--- src/rtl/range_seq_gen.sv ---
// Purpose : test-pattern generator for a range-finder block; emits a ramp or LFSR word
//           stream framed by go/finish strobes and reports the expected max-minus-min.
// Latency : word0 appears one cycle after an accepted start, word k at +1+k, finish at +1+len, done at +2+len.
// Backpressure: none; the stream free-runs once started and only abort or reset cut it short.
//
// Ports:
//   clk, rst_n        clock (rising edge), asynchronous active-low reset
//   start             request a sequence, sampled only in IDLE
//   mode[1:0]         0 up-ramp, 1 down-ramp, 2 Galois LFSR, 3 reserved (rejected)
//   seed[WIDTH-1:0]   first word of the sequence
//   len[7:0]          number of data words, 1..255
//   abort             cancel a running sequence (STREAM/FINISH only)
//   data_out          word stream, holds the last emitted word between sequences
//   go / finish       start / end strobes to the range finder
//   busy              sequence in progress (STREAM and FINISH)
//   done              one-cycle completion pulse
//   exp_range         max-minus-min of the emitted words, updated at done
//   cfg_err           one-cycle pulse when a start is rejected
module range_seq_gen #(
  parameter int                WIDTH = 8,
  parameter logic [WIDTH-1:0]  TAPS  = WIDTH'('hB8)
) (
  input  logic             clk,
  input  logic             rst_n,
  input  logic             start,
  input  logic [1:0]       mode,
  input  logic [WIDTH-1:0] seed,
  input  logic [7:0]       len,
  input  logic             abort,
  output logic [WIDTH-1:0] data_out,
  output logic             go,
  output logic             finish,
  output logic             busy,
  output logic             done,
  output logic [WIDTH-1:0] exp_range,
  output logic             cfg_err
);

  typedef enum logic [1:0] {
    S_IDLE   = 2'd0,
    S_STREAM = 2'd1,
    S_FINISH = 2'd2,
    S_DONE   = 2'd3
  } state_t;

  state_t           r_state,   w_state;
  logic [1:0]       r_mode,    w_mode;
  logic [7:0]       r_cnt,     w_cnt;      // words still to emit after the current one
  logic [WIDTH-1:0] r_data,    w_data;
  logic [WIDTH-1:0] r_min,     w_min;
  logic [WIDTH-1:0] r_max,     w_max;
  logic [WIDTH-1:0] r_range,   w_range;
  logic             r_go,      w_go;
  logic             r_finish,  w_finish;
  logic             r_busy,    w_busy;
  logic             r_done,    w_done;
  logic             r_cfg_err, w_cfg_err;

  logic [WIDTH-1:0] w_step;
  logic             w_cfg_ok;

  function automatic logic [WIDTH-1:0] f_next(input logic [1:0] m, input logic [WIDTH-1:0] d);
    logic [WIDTH-1:0] n;
    n = d;
    case (m)
      2'd0:    n = d + WIDTH'(1);
      2'd1:    n = d - WIDTH'(1);
      2'd2:    n = (d >> 1) ^ (d[0] ? TAPS : '0);
      default: n = d;
    endcase
    return n;
  endfunction

  assign w_step = f_next(r_mode, r_data);

  // An all-zero LFSR seed would lock up at zero, so it is rejected along with
  // an empty length and the reserved mode.
  assign w_cfg_ok = (len != 8'd0) && (mode != 2'd3) && !((mode == 2'd2) && (seed == '0));

  always_comb begin
    w_state   = r_state;
    w_mode    = r_mode;
    w_cnt     = r_cnt;
    w_data    = r_data;
    w_min     = r_min;
    w_max     = r_max;
    w_range   = r_range;
    w_go      = 1'b0;
    w_finish  = 1'b0;
    w_busy    = 1'b0;
    w_done    = 1'b0;
    w_cfg_err = 1'b0;

    case (r_state)
      S_IDLE: begin
        // abort is deliberately not looked at here, so start always wins.
        if (start) begin
          if (w_cfg_ok) begin
            w_state = S_STREAM;
            w_mode  = mode;
            w_cnt   = len - 8'd1;
            w_data  = seed;
            w_min   = seed;
            w_max   = seed;
            w_go    = 1'b1;
            w_busy  = 1'b1;
          end else begin
            w_cfg_err = 1'b1;
          end
        end
      end

      S_STREAM: begin
        if (abort) begin
          w_state = S_IDLE;
        end else if (r_cnt == 8'd0) begin
          // Last word already on data_out; keep it there through FINISH.
          w_state  = S_FINISH;
          w_finish = 1'b1;
          w_busy   = 1'b1;
        end else begin
          w_data = w_step;
          w_min  = (w_step < r_min) ? w_step : r_min;
          w_max  = (w_step > r_max) ? w_step : r_max;
          w_cnt  = r_cnt - 8'd1;
          w_busy = 1'b1;
        end
      end

      S_FINISH: begin
        if (abort) begin
          w_state = S_IDLE;
        end else begin
          w_state = S_DONE;
          w_done  = 1'b1;
          w_range = r_max - r_min;
        end
      end

      S_DONE: begin
        w_state = S_IDLE;
      end

      default: begin
        w_state = S_IDLE;
      end
    endcase
  end

  always_ff @(posedge clk or negedge rst_n) begin
    if (!rst_n) begin
      r_state   <= S_IDLE;
      r_mode    <= 2'd0;
      r_cnt     <= 8'd0;
      r_data    <= '0;
      r_min     <= '0;
      r_max     <= '0;
      r_range   <= '0;
      r_go      <= 1'b0;
      r_finish  <= 1'b0;
      r_busy    <= 1'b0;
      r_done    <= 1'b0;
      r_cfg_err <= 1'b0;
    end else begin
      r_state   <= w_state;
      r_mode    <= w_mode;
      r_cnt     <= w_cnt;
      r_data    <= w_data;
      r_min     <= w_min;
      r_max     <= w_max;
      r_range   <= w_range;
      r_go      <= w_go;
      r_finish  <= w_finish;
      r_busy    <= w_busy;
      r_done    <= w_done;
      r_cfg_err <= w_cfg_err;
    end
  end

  assign data_out  = r_data;
  assign go        = r_go;
  assign finish    = r_finish;
  assign busy      = r_busy;
  assign done      = r_done;
  assign exp_range = r_range;
  assign cfg_err   = r_cfg_err;

endmodule

--- config.mk ---
export PLATFORM = sky130hd
export DESIGN_NAME = range_seq_gen
export DESIGN_NICKNAME = d
export VERILOG_FILES = /design/src/rtl/range_seq_gen.sv
export SDC_FILE = /design/constraint.sdc
export NUM_CORES = 1
export LEC_CHECK = 0
export ABC_AREA = 1
export CORE_MARGIN = 8
export CORE_UTILIZATION = 60
export DETAILED_ROUTE_END_ITERATION = 8
export PLACE_DENSITY = 0.92
export SLEW_MARGIN = 15
export SYNTH_ARGS = -nofsm -noshare
export SYNTH_HDL_FRONTEND = slang
export SYNTH_SLANG_ARGS = --single-unit
--- constraint.sdc ---
create_clock -name clk -period 5.9 [get_ports clk]
set_input_delay 0.59 -clock clk [delete_from_list [all_inputs] [get_ports clk]]
set_output_delay 0.59 -clock clk [all_outputs]
set_load 0.005 [all_outputs]
* Word-level counts from Yosys, hierarchy flattened
Cells that the tools add are included.
Word-level totals: memories 0, logic and storage cells 89, RAM bits 0, bits of input ports 22, memory bits (read-only) 0, bits in latches 0, register bits after elaboration 49, output and inout bits 21
Cells by class: $add $sub $neg 5, div/mod/pow operators 0, equal/unequal tests 14, order comparisons 2, multiplexer cells 38, bitwise gates (word level) 2, shift operators 0, multiply operators 0, reductions and logical operators 16
Operators with widths (number):
- $mux 8 | 15
- $pmux 8 s2 | 4
- $pmux 8 s3 | 1
- $sub 8x1->8 const B | 3
- $logic_not 8->1 | 2
- $ne 2x2->1 const B | 7
- $reduce_and 6->1 | 2
- $mux 1 | 11
- $mux 2 | 5
- $add 8x1->8 const B | 1
- $eq 2x2->1 const B | 4
- $gt 8x8->1 | 1
- $lt 8x8->1 | 1
- $pmux 2 s4 | 1
- $reduce_bool 8->1 | 1
- $sub 8x8->8 | 1
- $xor 7x8->8 | 1
- $reduce_and 3->1 | 2
- $reduce_and 5->1 | 1
- $eq 2x1->1 const B | 2
- $logic_not 2->1 | 2
- $logic_and 1x1->1 | 3
- $ne 3x3->1 const B | 1
- $pmux 1 s2 | 1
- other kinds (4) | 4

* Longest topological paths before layout
Gate-level depths: netlist of run 1.
depth in word-level cells 8, mapped depth 27, mapped depth without buffers 27

* Worst setup path before layout of run 1
No wires, ideal clock.
kind register to register, start reg r_mode[1], end reg r_max[3], setup time 122 ps, data required time 5778 ps, buffers on the path 0, path slack 3065 ps, clock period less this slack 2835 ps, cell stages (with the launch flop) 26, arrival 2713 ps, cell sequence dfrtp_1 -> inv_2 -> nand3_1 -> nand2_1 -> inv_1 -> ha_1 -> inv_1 -> nand2_1 -> nand3_1 -> nor2_2 -> nand2_1 -> nand2_1 -> nand2_1 -> nand3_1 -> nand2_1 -> inv_1 -> ha_1 -> nand2_1 -> nor2_1 -> nand3_1 -> o21ai_0 -> nand2_1 -> nand2_1 -> inv_1 -> nand2_1 -> o21ai_1
On the way: word-level cells in the longest chain between the ends 6, elaborated cells on any way between the ends 11, classes of those cells order compare: 1; eq/ne: 3; mux: 5; reduce/logical: 2
RTL lines:
- start: declaration | line 47 | logic [1:0] r_mode, w_mode;
- start signal: assignment | line 166 | r_mode <= w_mode;
- $eq 2x2->1 (tied with other cells) | line 65 | case (m)
- $pmux 8 s3 (*) | line 65
- parallel branches: the longest is 4 deep, another holds $gt 8x8->1
- end signal: assignment | line 170 | r_max <= w_max;
- end: declaration | line 51 | logic [WIDTH-1:0] r_max, w_max;
Mark *: on every way between the ends. The select of a mux whose other input is x is not followed. A chain may end at the register's enable or synchronous reset.

* Worst setup path after layout of run 1
Ends and elaborated chain as after synthesis.

==> results of run 1 <==
-- through the flow --
stage | util, % | hold WS [ns] | total power (uW) | instances | area, um^2
2_1_floorplan | - | 0.294 | 1610 | 483 | 3390
5_1_grt | 72.2 | 0.334 | 2530 | 595 | 3950
3_3_place_gp | 70.1 | 0.467 | 1960 | 587 | 3830
4_1_cts | 72.2 | 0.500 | 2290 | 595 | 3950
3_5_place_dp | 70.1 | 0.477 | 2020 | 587 | 3830
6_report | 72.2 | 0.272 | 2300 | 595 | 3950
-- how the worst min path moves through the flow --
| stage | start | endpoint | slack, ns | cells past startpoint |
|---|---|---|---|---|
| floorplan | rst_n | busy$_DFF_PN0_ | 0.29 | 0 |
| CTS | rst_n | exp_range[4]$_DFFE_PN0P_ | 0.50 | 1 |
| global route | rst_n | exp_range[4]$_DFFE_PN0P_ | 0.33 | 1 |
| global placement | r_min[2]$_DFFE_PN0P_ | r_min[2]$_DFFE_PN0P_ | 0.47 | 2 |
| detailed placement | exp_range[2]$_DFFE_PN0P_ | exp_range[2]$_DFFE_PN0P_ | 0.48 | 2 |
| finish | rst_n | exp_range[3]$_DFFE_PN0P_ | 0.27 | 1 |
-- flip-flops by register name, summed over array words and instances, names as in the netlist --
signal and count:
data_out 8, exp_range 8, r_cnt 8, r_max 8, r_min 8, r_mode 2
r_state 2, busy 1, cfg_err 1, done 1, finish 1, go 1
-- cell type report --
| cell class | instances | area [um^2] | area share [%] |
|---|---|---|---|
| multi-input cells | 349 | 1820 | 46.1 |
| flip-flops and latches | 49 | 1230 | 31.0 |
| repair buffers | 42 | 418 | 10.6 |
| inverters | 75 | 282 | 7.12 |
| well taps | 72 | 90.1 | 2.28 |
| clock buffers | 7 | 86.3 | 2.18 |
| clock inverters | 1 | 30.0 | 0.759 |
-- metal layers --
layer | up-vias | GRT usage [%] | routed length, um
met2 | 134 | 36.3 | 4230
met4 | 0 | 9.28 | 238
met3 | 24 | 3.95 | 589
met5 | - | 0 | 0
met1 | 1539 | 25.1 | 3600
li1 | 1628 | - | -
-- layout by cell type, fill, tap and decap left out, drive strengths merged, types with 3 or more instances in the layout --
cell type,count
xnor2,7
a21oi,19
xor2,4
o22ai,5
nand3,28
nor2,24
a31oi,4
nand2,165
clkdlybuf4s50,41
nand4,4
o21ai,54
dfrtp,49
inv,73
nor3,3
ha,24
clkbuf,7
-- power groups by stage --
stage,logic [uW],clock network [uW],registers (uW)
4_1_cts,1410,255,621
3_5_place_dp,1400,0,624
6_report,1420,257,624
5_1_grt,1620,265,643
3_3_place_gp,1340,0,620
2_1_floorplan,1040,0,579
-- cell families after synthesis --
| family | after synthesis | share of synthesized area (%) |
|---|---|---|
| and+or+nand+nor | 227 | 27.7 |
| AOI/OAI and AO/OA | 86 | 13.8 |
| buffers and inverters | 85 | 10.0 |
| DFF | 49 | 36.2 |
| adders and majority gates | 25 | 9.45 |
| xor gates and xnor gates | 11 | 2.84 |
==> results.json, run 1 <==
{
  "core-area_mm2": 0.00547,
  "start_util_pct": 61.9,
  "start_kind": "register",
  "crit_type": "register to register",
  "nets": 569,
  "clockRootBuffer": "clkbuf_8",
  "post-route-min-period_ns": 3.51,
  "dpl.hpwl_mm": 6.76,
  "rrSetupSlack_ns": 2.39,
  "synth-seq-cells": 49,
  "drcViolationCount": 0,
  "arrival_ns": 3.74,
  "crit-reg2reg-launch": "r_mode[1]$_DFFE_PN0P_",
  "power_frac_clock_pct": 11.1,
  "cts_hold_buf": 0,
  "vias": 3325,
  "rsz0062_at_grt": "no",
  "die_w_um": 91.1,
  "setup_violations": 0,
  "place_ws_ns": 2.56,
  "layout_setup_ws_ns": 2.39,
  "synthDistinctLibCells": 34,
  "numPortBuffers": 42,
  "intPower_uw": 1180,
  "cts.clk_slew.worst_paths_ns": 0.10,
  "nFillCells": 451,
  "worstPathRequired_ns": 6.14,
  "cp.depth": 26,
  "yosysSeqAreaShare_pct": 36.2,
  "gp_congestion": 0.966,
  "syn_inst": 483,
  "yosys-top-cells-count": "nand2_1 (160), inv_1 (66), dfrtp_1 (49)",
  "routedWlPerCell_um": 14.5,
  "yosysWarnings": 0,
  "hold_class": "input port to asynchronous set/reset pin",
  "r2r-end": "r_max[3]$_DFFE_PN0P_",
  "fin_skew_ns": 0.0111,
  "path_max_fanout": 15,
  "powerDensity_mw_per_mm2": 583,
  "synth_edf_count": 0,
  "max_clock_freq_ghz": 0.285,
  "fin_setup_tns_ns": 0,
  "crit_buf_inv": 5,
  "fin_crit_sh_pct": 59.4,
  "ir_drop_mv": 0.360,
  "antenna_found_initial": 0,
  "io_pins": 43,
  "syn_nets": 530,
  "status": "completed",
  "postCtsSetupBuffers": 0,
  "syn_to_final_growth_pct": 16.7,
  "grt_max_degree": 50,
  "die_y_um": 91.1,
  "row_count": 27,
  "p_leak_uw": 0.00205,
  "dieArea_mm2": 0.00831,
  "slowest_delay_ns": 0.47,
  "maxSlewHeadroom_pct": 56.5,
  "pwr-share-comb_pct": 61.8,
  "grt_pass1_vias": 3203,
  "grt_first_pass_wirelength_mm": 14.6,
  "grt_overflow": 0,
  "synthFlopType": "dfrtp_1",
  "cp-end-kind": "register",
  "crit_path_top_delay_cell": "dfrtp_1",
  "firstDrtPassIters": 5,
  "maxCapViolCount": 0,
  "dr.first_iter.drc_count": 216,
  "viasPerCell": 5.59,
  "synth_area_mm2": 0.00339,
  "cp-startpoint": "r_mode[1]$_DFFE_PN0P_",
  "cts_max_level": 2,
  "crit_family": "simple AND/OR/NAND/NOR gates",
  "report.final.slew_viol_count": 0,
  "cts.sinks": 49,
  "synth_area_leaders": "dfrtp_1 (36%), nand2_1 (18%), ha_1 (8.9%), inv_1 (7.3%), o21ai_0 (4.4%)",
  "crit_top_cell": "nand2_1",
  "synthArstFlopShare_pct": 100,
  "drive_gt1_share_pct": 4.97,
  "cts_inserted_buffers": 5,
  "avgSynthCellArea_um2": 7.02,
  "antenna_cells": 0,
  "r2r_cells": 26,
  "ctsLongestPathBuffers": 2,
  "finalHoldViolCount": 0,
  "seq_power_share_pct": 27.1,
  "grt.total_usage_pct": 21.1,
  "switchingPower_uw": 1120,
  "cts_tree": "done",
  "tightest_slew_ns": 0.647,
  "p_sw_share_pct": 48.7,
  "yosysMostFrequentCell": "nand2_1",
  "cts_resized": 0,
  "clk_latency_ns": 0.31,
  "drt-total-wl_mm": 8.66,
  "drt.antenna.violating_nets": 0,
  "synth_top_cell_area_share_pct": 36.2,
  "worstSetupEndpoint": "r_max[3]$_DFFE_PN0P_",
  "synth_area_leader_cell": "dfrtp_1"
}
No activity file was read; power rests on OpenSTA's default activity.
==> run 2: changes to the inputs <==
CORE_UTILIZATION = 56   (was 60)
PLACE_DENSITY = 0.88   (was 0.92)
clock period = 3.49 ns   (was 5.9 ns; I/O delays follow)
==> run 2 against run 1 <==
Critical path type unchanged. Largest cell class unchanged. Clock power grew 42%. First-iteration DRC count is the same. Final cell count is 0.67% higher.
==> results.json, run 2 (synthesized netlist as in run 1, its figures left out) <==
{
  "max_clock_freq_ghz": 0.324,
  "grt_pass1_vias": 3121,
  "r2r-end": "r_max[3]$_DFFE_PN0P_",
  "finalHoldViolCount": 0,
  "register_area_mm2": 0.00123,
  "start_util_pct": 57.6,
  "dr.first_iter.drc_count": 216,
  "dieArea_mm2": 0.00880,
  "report.final.slew_viol_count": 0,
  "io_pins": 43,
  "die_y_um": 93.8,
  "ctsLongestPathBuffers": 2,
  "drt-total-wl_mm": 8.38,
  "die_w_um": 93.8,
  "cts_max_level": 2,
  "post-route-min-period_ns": 3.09,
  "drt.antenna.violating_nets": 0,
  "syn_to_final_growth_pct": 16.9,
  "dpl_cell_area_mm2": 0.00385,
  "setup_violations": 0,
  "mostFrequentLayoutCells": "nand2_1 (159), inv_1 (65), dfrtp_1 (47), clkdlybuf4s50_1 (41), o21ai_0 (30)",
  "maxCapViolCount": 0,
  "vias": 3219,
  "rsz0062_at_grt": "no",
  "clockRootBuffer": "clkbuf_8",
  "gp_congestion": 0.963,
  "path_max_fanout": 15,
  "grt_overflow": 0,
  "routedWlPerCell_um": 14.0,
  "multiInputGateArea_mm2": 0.00183,
  "cts.clk_slew.worst_paths_ns": 0.10,
  "r2r_cells": 27,
  "ir_drop_mv": 0.535,
  "grt.total_usage_pct": 20.2,
  "worstPathRequired_ns": 3.73,
  "arrival_ns": 3.33,
  "status": "completed",
  "tightest_slew_ns": 0.689,
  "viasPerCell": 5.37,
  "row_count": 28,
  "postCtsSetupBuffers": 0,
  "start_kind": "register",
  "layout.cells.most_common": "nand2_1",
  "drcViolationCount": 0,
  "cts.sinks": 49,
  "post-route-cell-area_mm2": 0.00396,
  "clk_latency_ns": 0.32,
  "nets": 570,
  "p_leak_uw": 0.00204,
  "hold_class": "input port to asynchronous set/reset pin",
  "crit-reg2reg-launch": "r_mode[1]$_DFFE_PN0P_",
  "powerDensity_mw_per_mm2": 971,
  "maxSlewHeadroom_pct": 53.7,
  "crit_type": "register to register",
  "drive_gt1_share_pct": 6.30,
  "firstDrtPassIters": 4,
  "fin_skew_ns": 0.00917,
  "dpl.hpwl_mm": 6.53,
  "antenna_cells": 0,
  "numPortBuffers": 42,
  "antenna_found_initial": 0,
  "core-area_mm2": 0.00589,
  "grt_max_degree": 50,
  "fin_crit_sh_pct": 88.5,
  "fin_setup_tns_ns": 0,
  "cp-end-kind": "register",
  "cts_tree": "done",
  "cts_inserted_buffers": 5,
  "nFillCells": 508,
  "grt_first_pass_wirelength_mm": 14.3,
  "rrSetupSlack_ns": 0.40
}
==> run 2: cell types whose count changed in the layout (fill, tap and decap cells not counted) <==
cell and delta:
buf_4 +1, dfrtp_1 -2, bufinv_16 -1, dfrtp_2 +2
clkinv_2 +1, nand3_2 +1, inv_1 -1, nand2_1 -1
nand3_1 -1, clkinv_4 +2, clkbuf_1 -1, nand2_2 +1
==> run 2: worst max-delay path, cell delays in order (launching register included) <==
cell and delay (ns):
dfrtp_2 0.45, clkinv_4 0.15, nand2_4 0.14, nand2_1 0.07
nand2_1 0.06, inv_1 0.04, ha_1 0.16, inv_1 0.07
nand2_1 0.07, nand3_1 0.11, nor2_2 0.05, nand2_1 0.07
nand2_1 0.05, nand2_1 0.05, nand3_1 0.08, nand2_1 0.07
inv_1 0.05, ha_1 0.26, nand2_1 0.06, nor2_1 0.14
nand2_1 0.08, o211ai_1 0.09, o21ai_0 0.12, nand2_1 0.09
nand2_2 0.13, inv_2 0.17, nand2_1 0.06, o21ai_1 0.08
==> run 2: worst max path at each step <==
stage / startpoint / end / slack (ns) / cells after the start
2_1_floorplan: r_mode[1]$_DFFE_PN0P_ / r_max[3]$_DFFE_PN0P_ / 0.66 / 25
3_3_place_gp: r_mode[1]$_DFFE_PN0P_ / r_max[3]$_DFFE_PN0P_ / 0.29 / 25
3_5_place_dp: r_mode[1]$_DFFE_PN0P_ / r_max[5]$_DFFE_PN0P_ / 0.15 / 25
4_1_cts: r_mode[1]$_DFFE_PN0P_ / r_max[5]$_DFFE_PN0P_ / 0.13 / 25
5_1_grt: r_mode[1]$_DFFE_PN0P_ / r_max[3]$_DFFE_PN0P_ / 0.005 / 26
6_report: r_mode[1]$_DFFE_PN0P_ / r_max[3]$_DFFE_PN0P_ / 0.40 / 27
==> run 2: routing by layer <==
| metal | global-route usage, % | part of all wire, % | vias up | wire, um |
|---|---|---|---|---|
| li1 | - | - | 1631 | - |
| met1 | 24.3 | 43 | 1486 | 3620 |
| met2 | 35.0 | 49 | 87 | 4140 |
| met3 | 3.92 | 5.2 | 15 | 439 |
| met4 | 6.61 | 2.1 | 0 | 176 |
| met5 | 0 | 0 | - | 0 |
==> run 2: final cells by class <==
class                      instances  area share [%]
sequential                        49            31.0
multi-input combinational        349            46.2
timing repair buffer              43            10.7
inverter                          75            7.24
tap                               75            2.37
clock inverter                     2           0.348
clock buffer                       6            2.09
==> run 2: per-stage QoR <==
step / std cells / total power (uW) / utilization, % / hold WS, ns / setup slack [ns]
global route: 599 / 4270 / 67.3 / 0.0897 / 0.00543
global placement: 591 / 3340 / 65.3 / 0.463 / 0.292
detailed placement: 591 / 3430 / 65.3 / 0.473 / 0.151
finish: 599 / 3850 / 67.3 / 0.0337 / 0.403
CTS: 599 / 3820 / 67.0 / 0.269 / 0.134
floorplan: 483 / 2730 / - / 0.0534 / 0.655
==> run 2: repair_timing <==
item / CTS / global route
gates resized for setup: 0 / 8
hold buffers: 0 / 0
setup endpoints to repair: 0 / 16
==> run 2: power by group <==
group / total [uW] / internal, uW / switching (uW) / leakage (uW)
Clock: 365 / 161 / 204 / 0.0000512
Combinational: 2420 / 978 / 1440 / 0.00138
Sequential: 1060 / 807 / 253 / 0.000612
Total: 3850 / 1950 / 1900 / 0.00204
==> run 3: changes to the inputs <==
TNS_END_PERCENT = 30   (was not set)
==> results of run 3 <==
Same layout as run 2: the final DEF is identical, and so are final timing and power.
